File: config.mk
export PLATFORM = sky130hd
export DESIGN_NAME = mc_controller
export DESIGN_NICKNAME = d
export VERILOG_FILES = /design/src/rtl/mc_pkg.sv /design/src/rtl/mc_controller_alu_decoder.sv /design/src/rtl/mc_controller.sv
export SDC_FILE = /design/constraint.sdc
export NUM_CORES = 1
export LEC_CHECK = 0
export CORE_UTILIZATION = 36
export DETAILED_ROUTE_END_ITERATION = 8
export PLACE_DENSITY = 0.75
export SLEW_MARGIN = 20
export SYNTH_ARGS = -nofsm -noshare
export SYNTH_HDL_FRONTEND = slang
export SYNTH_SLANG_ARGS = --single-unit
File: constraint.sdc
create_clock -name clk -period 2.3 [get_ports clk]
set_input_delay 0.46 -clock clk [delete_from_list [all_inputs] [get_ports clk]]
set_output_delay 0.46 -clock clk [all_outputs]
set_load 0.03 [all_outputs]
File: src/rtl/mc_pkg.sv
// Shared types and encodings for the multicycle RV32I controller.
package mc_pkg;

  localparam int unsigned OP_W    = 7;
  localparam int unsigned F3_W    = 3;
  localparam int unsigned SEL_W   = 2;
  localparam int unsigned ALUC_W  = 3;
  localparam int unsigned IMMS_W  = 3;

  typedef enum logic [3:0] {
    S_FETCH,
    S_DECODE,
    S_MEMADR,
    S_MEMREAD,
    S_MEMWB,
    S_MEMWRITE,
    S_EXECUTER,
    S_EXECUTEI,
    S_EXECUTEU,
    S_ALUWB,
    S_BRANCH,
    S_JAL,
    S_ILLEGAL
  } state_t;

  // ALU operation class handed to the ALU decoder
  typedef enum logic [1:0] {
    ALUOP_ADD,
    ALUOP_SUB,
    ALUOP_FUNCT
  } aluop_t;

  localparam logic [OP_W-1:0] OP_LOAD   = 7'b0000011;
  localparam logic [OP_W-1:0] OP_STORE  = 7'b0100011;
  localparam logic [OP_W-1:0] OP_RTYPE  = 7'b0110011;
  localparam logic [OP_W-1:0] OP_ITYPE  = 7'b0010011;
  localparam logic [OP_W-1:0] OP_BRANCH = 7'b1100011;
  localparam logic [OP_W-1:0] OP_JAL    = 7'b1101111;
  localparam logic [OP_W-1:0] OP_LUI    = 7'b0110111;
  localparam logic [OP_W-1:0] OP_AUIPC  = 7'b0010111;

  localparam logic [IMMS_W-1:0] IMM_I = 3'b000;
  localparam logic [IMMS_W-1:0] IMM_S = 3'b001;
  localparam logic [IMMS_W-1:0] IMM_B = 3'b010;
  localparam logic [IMMS_W-1:0] IMM_J = 3'b011;
  localparam logic [IMMS_W-1:0] IMM_U = 3'b100;

  localparam logic [ALUC_W-1:0] ALU_ADD = 3'b000;
  localparam logic [ALUC_W-1:0] ALU_SUB = 3'b001;
  localparam logic [ALUC_W-1:0] ALU_AND = 3'b010;
  localparam logic [ALUC_W-1:0] ALU_OR  = 3'b011;
  localparam logic [ALUC_W-1:0] ALU_XOR = 3'b100;
  localparam logic [ALUC_W-1:0] ALU_SLT = 3'b101;

  localparam logic [SEL_W-1:0] SRCA_PC    = 2'b00;
  localparam logic [SEL_W-1:0] SRCA_OLDPC = 2'b01;
  localparam logic [SEL_W-1:0] SRCA_RS1   = 2'b10;
  localparam logic [SEL_W-1:0] SRCA_ZERO  = 2'b11;

  localparam logic [SEL_W-1:0] SRCB_RS2   = 2'b00;
  localparam logic [SEL_W-1:0] SRCB_IMM   = 2'b01;
  localparam logic [SEL_W-1:0] SRCB_FOUR  = 2'b10;

  localparam logic [SEL_W-1:0] RES_ALUOUT = 2'b00;
  localparam logic [SEL_W-1:0] RES_DATA   = 2'b01;
  localparam logic [SEL_W-1:0] RES_ALURES = 2'b10;

endpackage

File: src/rtl/mc_controller_alu_decoder.sv
// Maps the ALU operation class plus funct fields to an ALU control code.
module alu_decoder
  import mc_pkg::*;
(
  input  aluop_t             aluop,
  input  logic [F3_W-1:0]    funct3,
  input  logic               funct7b5,
  input  logic               op5,
  output logic [ALUC_W-1:0]  alucontrol
);

  // Class selects fixed add/sub; FUNCT class decodes funct3 (sub only for R-type)
  always_comb begin
    alucontrol = ALU_ADD;
    case (aluop)
      ALUOP_ADD: alucontrol = ALU_ADD;
      ALUOP_SUB: alucontrol = ALU_SUB;
      ALUOP_FUNCT: begin
        case (funct3)
          3'b000:  alucontrol = (op5 & funct7b5) ? ALU_SUB : ALU_ADD;
          3'b010:  alucontrol = ALU_SLT;
          3'b100:  alucontrol = ALU_XOR;
          3'b110:  alucontrol = ALU_OR;
          3'b111:  alucontrol = ALU_AND;
          default: alucontrol = ALU_ADD;
        endcase
      end
      default: alucontrol = ALU_ADD;
    endcase
  end

endmodule

File: src/rtl/mc_controller.sv
// Multicycle RV32I control FSM: sequences fetch/decode/execute/memory/writeback.
module mc_controller
  import mc_pkg::*;
#(
  parameter state_t RESET_STATE = S_FETCH
) (
  input  logic               clk,
  input  logic               rst_n,
  input  logic [OP_W-1:0]    op,
  input  logic [F3_W-1:0]    funct3,
  input  logic               funct7b5,
  input  logic               zero,
  input  logic               mem_ready,
  output logic               pcwrite,
  output logic               adrsrc,
  output logic               memwrite,
  output logic               irwrite,
  output logic [SEL_W-1:0]   resultsrc,
  output logic [SEL_W-1:0]   alusrca,
  output logic [SEL_W-1:0]   alusrcb,
  output logic [ALUC_W-1:0]  alucontrol,
  output logic [IMMS_W-1:0]  immsrc,
  output logic               regwrite,
  output logic               retire,
  output logic               illegal
);

  // The controller only ever resets into FETCH
  if (RESET_STATE != S_FETCH) begin : g_bad_reset_state
    $error("mc_controller: RESET_STATE must be S_FETCH");
  end

  state_t state;
  state_t state_next;
  aluop_t aluop;

  // State register
  always_ff @(posedge clk or negedge rst_n) begin
    if (!rst_n) state <= RESET_STATE;
    else        state <= state_next;
  end

  // Next state and datapath controls; enables are forced low while reset is held
  always_comb begin
    state_next = state;
    pcwrite    = 1'b0;
    adrsrc     = 1'b0;
    memwrite   = 1'b0;
    irwrite    = 1'b0;
    resultsrc  = RES_ALUOUT;
    alusrca    = SRCA_PC;
    alusrcb    = SRCB_RS2;
    aluop      = ALUOP_ADD;
    regwrite   = 1'b0;
    retire     = 1'b0;
    illegal    = 1'b0;

    case (state)
      S_FETCH: begin
        alusrcb   = SRCB_FOUR;
        resultsrc = RES_ALURES;
        irwrite   = mem_ready;
        pcwrite   = mem_ready;
        if (mem_ready) state_next = S_DECODE;
      end
      S_DECODE: begin
        alusrca = SRCA_OLDPC;
        alusrcb = SRCB_IMM;
        case (op)
          OP_LOAD, OP_STORE: state_next = S_MEMADR;
          OP_RTYPE:          state_next = S_EXECUTER;
          OP_ITYPE:          state_next = S_EXECUTEI;
          OP_BRANCH:         state_next = S_BRANCH;
          OP_JAL:            state_next = S_JAL;
          OP_LUI, OP_AUIPC:  state_next = S_EXECUTEU;
          default:           state_next = S_ILLEGAL;
        endcase
      end
      S_MEMADR: begin
        alusrca    = SRCA_RS1;
        alusrcb    = SRCB_IMM;
        state_next = op[5] ? S_MEMWRITE : S_MEMREAD;
      end
      S_MEMREAD: begin
        adrsrc = 1'b1;
        if (mem_ready) state_next = S_MEMWB;
      end
      S_MEMWB: begin
        resultsrc  = RES_DATA;
        regwrite   = 1'b1;
        retire     = 1'b1;
        state_next = S_FETCH;
      end
      S_MEMWRITE: begin
        adrsrc   = 1'b1;
        memwrite = 1'b1;
        retire   = mem_ready;
        if (mem_ready) state_next = S_FETCH;
      end
      S_EXECUTER: begin
        alusrca    = SRCA_RS1;
        alusrcb    = SRCB_RS2;
        aluop      = ALUOP_FUNCT;
        state_next = S_ALUWB;
      end
      S_EXECUTEI: begin
        alusrca    = SRCA_RS1;
        alusrcb    = SRCB_IMM;
        aluop      = ALUOP_FUNCT;
        state_next = S_ALUWB;
      end
      S_EXECUTEU: begin
        alusrca    = op[5] ? SRCA_ZERO : SRCA_OLDPC;
        alusrcb    = SRCB_IMM;
        state_next = S_ALUWB;
      end
      S_ALUWB: begin
        resultsrc  = RES_ALUOUT;
        regwrite   = 1'b1;
        retire     = 1'b1;
        state_next = S_FETCH;
      end
      S_BRANCH: begin
        alusrca    = SRCA_RS1;
        alusrcb    = SRCB_RS2;
        aluop      = ALUOP_SUB;
        resultsrc  = RES_ALUOUT;
        retire     = 1'b1;
        case (funct3)
          3'b000:  pcwrite = zero;
          3'b001:  pcwrite = ~zero;
          default: pcwrite = 1'b0;
        endcase
        state_next = S_FETCH;
      end
      S_JAL: begin
        alusrca    = SRCA_OLDPC;
        alusrcb    = SRCB_FOUR;
        resultsrc  = RES_ALUOUT;
        pcwrite    = 1'b1;
        state_next = S_ALUWB;
      end
      S_ILLEGAL: begin
        illegal    = 1'b1;
        state_next = S_FETCH;
      end
      default: state_next = S_FETCH;
    endcase

    if (!rst_n) begin
      pcwrite  = 1'b0;
      memwrite = 1'b0;
      irwrite  = 1'b0;
      regwrite = 1'b0;
      retire   = 1'b0;
      illegal  = 1'b0;
    end
  end

  // Immediate format follows the opcode in every state
  always_comb begin
    case (op)
      OP_STORE:         immsrc = IMM_S;
      OP_BRANCH:        immsrc = IMM_B;
      OP_JAL:           immsrc = IMM_J;
      OP_LUI, OP_AUIPC: immsrc = IMM_U;
      default:          immsrc = IMM_I;
    endcase
  end

  alu_decoder u_alu_decoder (
    .aluop      (aluop),
    .funct3     (funct3),
    .funct7b5   (funct7b5),
    .op5        (op[5]),
    .alucontrol (alucontrol)
  );

endmodule
After elaboration in Yosys (flattened, before gate mapping) --
Cells that the tools add are included.
Storage, ports and cells: logic and storage cells 76, ROM bits 0, output and inout bits 19, bits in latches 0, memories kept 0, register bits after elaboration 4, bits in writable memories 0, input port bits 15
Cells by class: bitwise operators 2, divide/modulo/power cells 0, add/sub/neg operators 0, muxes and demuxes 29, equal/unequal tests 30, multiply operators 0, shift-type cells 0, reduce and logical (&&, ||, !) cells 14, order comparisons 0
Operators with widths (count):
- one-hot mux 4 bit (6 select lines) | 2
- equality test 7 x 6 -> 1 bit (second input constant) | 3
- equality test 4 bit (second input constant) | 5
- equality test 4 x 3 -> 1 bit (second input constant) | 4
- one-hot mux 3 bit (5 select lines) | 1
- equality test 7 x 5 -> 1 bit (second input constant) | 2
- equality test 7 bit (second input constant) | 2
- OR reduction 2 bit | 7
- two-way mux 1 bit | 12
- two-way mux 4 bit | 3
- one-hot mux 2 bit (2 select lines) | 3
- one-hot mux 3 bit (4 select lines) | 1
- OR reduction 4 bit | 3
- equality test 3 bit (second input constant) | 3
- equality test 4 x 2 -> 1 bit (second input constant) | 2
- equality test 7 x 2 -> 1 bit (second input constant) | 1
- inequality test 2 bit (second input constant) | 3
- one-hot mux 2 bit (3 select lines) | 1
- one-hot mux 3 bit (2 select lines) | 1
- equality test 4 x 1 -> 1 bit (second input constant) | 1
- zero test 4 bit | 1
- one-hot mux 1 bit (2 select lines) | 2
- equality test 3 x 1 -> 1 bit (second input constant) | 1
- equality test 3 x 2 -> 1 bit (second input constant) | 1
- 10 further kinds | 10

Logic depth before layout (Yosys ltp) --
depth after elaboration 5, gate-level depth with buffers 7, mapped depth without buffers 6

By module --
From an unflattened synthesis, not the netlist that was laid out.
Unflattened totals: cells, all modules 124, area total of the unflattened synthesis 895.9 µm²
Modules (own cells, without submodules):
- mc_controller | cells each 112, area an instance 797.0 µm², sequential area each 100.1 µm², instances 1
- alu_decoder | cells each 12, area an instance 98.8 µm², sequential area each 0.0 µm², instances 1

Worst setup path before layout --
OpenSTA, ideal clock, no wires.
kind register -> output, start register state[0], end output port alucontrol[2], slack -0.797 ns, stages on the path, launching flop included 6, arrival time 2.637 ns, cells stage by stage dfrtp_1 buf_2 buf_6 or4b_2 ha_1 nor4b_1
Between the ends: longest elaborated chain between the ends 5, elaborated cells on any way between the ends 8
RTL lines:
- start, declared | RTL line mc_controller.sv:33 | state_t state;
- start signal, assigned | RTL line mc_controller.sv:40 | else state <= state_next;
- equality test 4 x 3 -> 1 bit | RTL line mc_controller.sv:58 | case (state)
- OR reduction 2 bit (no line)
- one-hot mux 2 bit (2 select lines) (*) | RTL line mc_controller.sv:58
- equality test 2 bit or equality test 2 x 1 -> 1 bit (tied branches) | RTL line mc_controller_alu_decoder.sv:15 | case (aluop)
- one-hot mux 3 bit (2 select lines) (*) | RTL line mc_controller_alu_decoder.sv:15
- end, declared | RTL line mc_controller.sv:21 | output logic [ALUC_W-1:0] alucontrol,
Every way passes the cells marked *; elsewhere a longest branch is shown, timed or not.

Final worst setup path --
start register state[3], end output port alucontrol[2]
Same word-level chain as after synthesis.

==> results <==
- No sink is reached through more buffers than the 2 on the longest clock path.
- The total number of vias is 939.
- The number of buffers inserted by port buffering is 33.
- The checks that failed: setup timing.
- TritonCTS built the clock tree.
- 34 I/O pins were placed.
- The worst setup path is launched from a register.
- At the pin with the least slew margin, the transition time is 0.359 ns.
- The width of the chip is between 40 and 50 um.
- The register with the most flip-flops in the layout has 4 of them.
- The sum of buffers and inverters on the critical path is 2.
- Clock-pin slew was measured on the worst setup and hold paths at 0.03 ns.
- The final routed wirelength across all metal layers is about 2200 um.
- The most common library cell in the layout ignoring fill and taps is buf_4.
- The peak fanout along the critical path is 2.
- Global routing used about 22% of the available tracks.
- For this block, wires on met1 add up to 932 um.
- Derived from the worst setup path, the maximum achievable clock frequency is 0.433 GHz.
- Leaving out filler cells and counting taps, the final layout contains 173.
- The core region is approximately 1800 um^2.
- In the final layout, the registers with the most flip-flops are state: 4 flops.
- Counting flops with an async set or reset pin after synthesis yields a share of 100%.
- Walking the worst path, the cells encountered are inv_2 -> or4b_4 -> ha_4 -> nor4b_4 -> buf_6.
- The cell count after synthesis came out at 105.
- On the critical path the largest part of the delay comes from simple AND/OR/NAND/NOR gates.
- After clock tree synthesis, the flow added hold-fix buffers numbering 0.
- STA puts the critical path data required time at 1.84 ns.
- The average via count per standard cell is 5.43.
- For this run the aggregate overflow at the end of global routing stands at 0.
- Across all setup checks in the final design, the least slack found is -0.0102 ns.
- The uppermost layer routed is met4.
- The final standard cell area without fillers is 1150 um^2.
- The number of antenna repair diodes is 0.
- In the final routed layout, each cell accounts on average for 12.5 um.
- The beginning of the worst register-to-register path is state[1]$_DFFE_PN0P_.
- The worst vdd rail ir drop is 0.447 mV.
- The worst clock skew is just over 0.0006 ns.
- The share of the synthesized area in compound gates (AO/OA/AOI/OAI) is 20.7%.
- The final-report max-slew violation count is 0.
- For this run, the number of Yosys warnings is 0.
- The register name with the most flops is state.
- The leakage power is between 0.5 and 0.6 nW.
- In this run the worst hold path is classified as input pin to async pin.
- The floorplan row count is 15.
- The routed design uses 115 um of met3 wire.
- The count of unique library cells instantiated by Yosys is 39.
- After synthesis, the share of cell area in mux cells is 1.43%.
- CTS saw 4 sinks.
- The fraction of final layout cells sized beyond drive strength 1 is 25.7%.
- Summing all placed instances gives a cell area of 1130 um^2.
- In this run, placement finished with an instance count of 170.
- The die footprint is 2130 um^2.
- The die is between 40 and 50 um tall.
- Setup violations remaining at the end of the flow were counted as 1.
- Setup repair after global routing could not meet its margin everywhere.
- After synthesis the cells add up to 702 um^2.
- In this run, CTS created clock tree buffers numbering 3.
- STA classifies the critical path endpoint as an output pin.
- The final weighted congestion of routability-driven global placement is 0.837.
- The combinational family with the most area after synthesis is simple AND/OR/NAND/NOR gates.
- Measured against its own limit, the worst slew margin works out to 76.0%.
- The effective utilization at floorplan is 39.4%.
- The power per cell area is ~860 nW/um^2.
- The run finished, with violations left.
- At the later pin of the worst-skew pair, clock insertion delay measures 0.23 ns.
- The share of synthesized cell area in full adder, half adder and majority cells is 3.57%.
- The area added between synthesis and finish is 63.5%.
- The synthesized netlist devotes 44.9% of its cell area to simple gates.
- The most common flop cell mapped by yosys is dfrtp_1.
- The minimum period implied by the final worst setup slack is 2.31 ns.
- Entering global routing, the biggest net connects 17 pins.
- The number of flops mapped to enable cells by yosys is 0.
- The slack of the worst reg-to-reg path is 0.64 ns.
- The top cell types in the final layout, fill and taps aside, are buf_4, clkdlybuf4s50_1, nand2_1, nor2_1, a21oi_1.
- The post-synthesis net count is 122.
- The xor/xnor share of the synthesized area is 4.99%.
- The largest stage delay on the critical path is 0.55 ns.
- Sequential elements use 14.3% of the synthesized area.
- The number of hold violations in the final report came to 0.
- Max-cap violations in this run came to 0.
- For the worst setup path, the data arrival time is 1.85 ns.
- The root buffer cell chosen for the clock tree is clkbuf_4.
- The number of antenna violations at the first check in global routing is 0.
- The category of the critical setup timing path is register to output pin.
- For this design, the slowest cell found on the critical path is or4b_4.
- The number of fillers in the final layout is 186.
- The routed length on met2 is 1100 um.
- In this run, the number of DRC markers left after iteration 0 of detailed routing was 28.
- The count of antenna-violating nets left after detailed routing is 0.
- The via count of the first global-routing pass is 809.
- After detailed routing, the number of remaining DRC violations is 0.
- Measured in cells, the most critical reg-to-reg path has a length of 5.
- The half-perimeter wire length after detailed placement is 1760 um.
- The number of detailed-routing iterations run before antenna repair is 4.
- CTS built an H-tree with a depth of 1.
- In this run the critical register-to-register path is captured at state[2]$_DFFE_PN0P_.
- The post-synthesis average cell area is 6.68 um^2.
- The aggregate negative setup slack is -0.0102 ns.
- The total design power is approximately 980 uW.
- The first global-routing pass estimated 3480 um of wire.
- After the last flow step, the layout net total stands at 167.
- Of the available clock period, the critical path in the final layout requires 100%.
- The synthesized design contains 4 register bits.
[where the power goes]
group	switching [mW]	leakage, nW	internal, mW
clock	0.0257	0.0138	0.0581
sequential	0.0167	0.0520	0.0953
combinational	0.470	0.495	0.317
total	0.512	0.561	0.470
[layout make-up]
class | count | area (um^2) | area share, %
flip-flops and latches | 4 | 100 | 8.72
repair buffers | 47 | 400 | 34.9
inverters | 7 | 26.3 | 2.29
multi-input cells | 87 | 567 | 49.4
clock buffers | 3 | 22.5 | 1.96
well taps | 25 | 31.3 | 2.73
[worst register-to-register path: cells and delay by family, from the launching register on]
kind,cells,cell delay [ns]
AOI/OAI and AO/OA,1,0.12
buffers and inverters,2,0.36
DFF,1,0.39
and+or+nand+nor,2,0.71
[cell usage after synthesis, types with 3 or more instances]
| cell | instances | share of area [%] |
|---|---|---|
| o21ai_0 | 5 | 3.6 |
| and3_1 | 6 | 5.3 |
| buf_2 | 3 | 2.1 |
| nand3_1 | 4 | 2.9 |
| inv_1 | 7 | 3.7 |
| dfrtp_1 | 4 | 14 |
| nor3_1 | 4 | 2.9 |
| nor2_1 | 10 | 5.3 |
| xnor2_1 | 3 | 3.7 |
| nor2b_1 | 5 | 4.5 |
| nand2b_1 | 3 | 2.7 |
| nand2_1 | 10 | 5.3 |
| a21oi_1 | 8 | 5.7 |
[through the flow]
step           utilization (%)  setup slack [ns]  hold slack [ns]
2_1_floorplan                -           0.00149            0.164
3_3_place_gp              63.4         -0.000218            0.616
3_5_place_dp              63.4           -0.0172            0.650
4_1_cts                   64.5           -0.0173            0.510
5_1_grt                   64.4           -0.0500            0.526
6_report                  64.4           -0.0102            0.509
[cell families after synthesis]
kind of cell / count (synthesis)
muxes: 1
adders and majority gates: 2
DFF: 4
xor gates and xnor gates: 4
AOI/OAI and AO/OA: 23
and+or+nand+nor: 57
buffers and inverters: 14
[worst max-delay path by stage]
stage / startpoint / cells past startpoint / end
after floorplan: state[0]$_DFFE_PN0P_ / 5 / alucontrol[2]
after global placement: state[3]$_DFFE_PN0P_ / 5 / alucontrol[1]
after detailed placement: state[3]$_DFFE_PN0P_ / 5 / alucontrol[1]
after CTS: state[3]$_DFFE_PN0P_ / 5 / alucontrol[2]
after global routing: state[3]$_DFFE_PN0P_ / 5 / alucontrol[2]
final: state[3]$_DFFE_PN0P_ / 5 / alucontrol[2]
[routing by layer]
layer,vias up,track usage (%)
met5,-,0
met4,0,7.06
met3,2,1.18
met2,37,40.8
met1,436,27.8
li1,464,-
[timing repair]
item | CTS | global route
setup buffers | 0 | 1
gates resized for setup | 9 | 2
pin swaps | 0 | 3
endpoints found under the hold margin | 0 | 0
setup endpoints to repair | 7 | 4
Note: power is estimated with default switching activity, not from simulation.
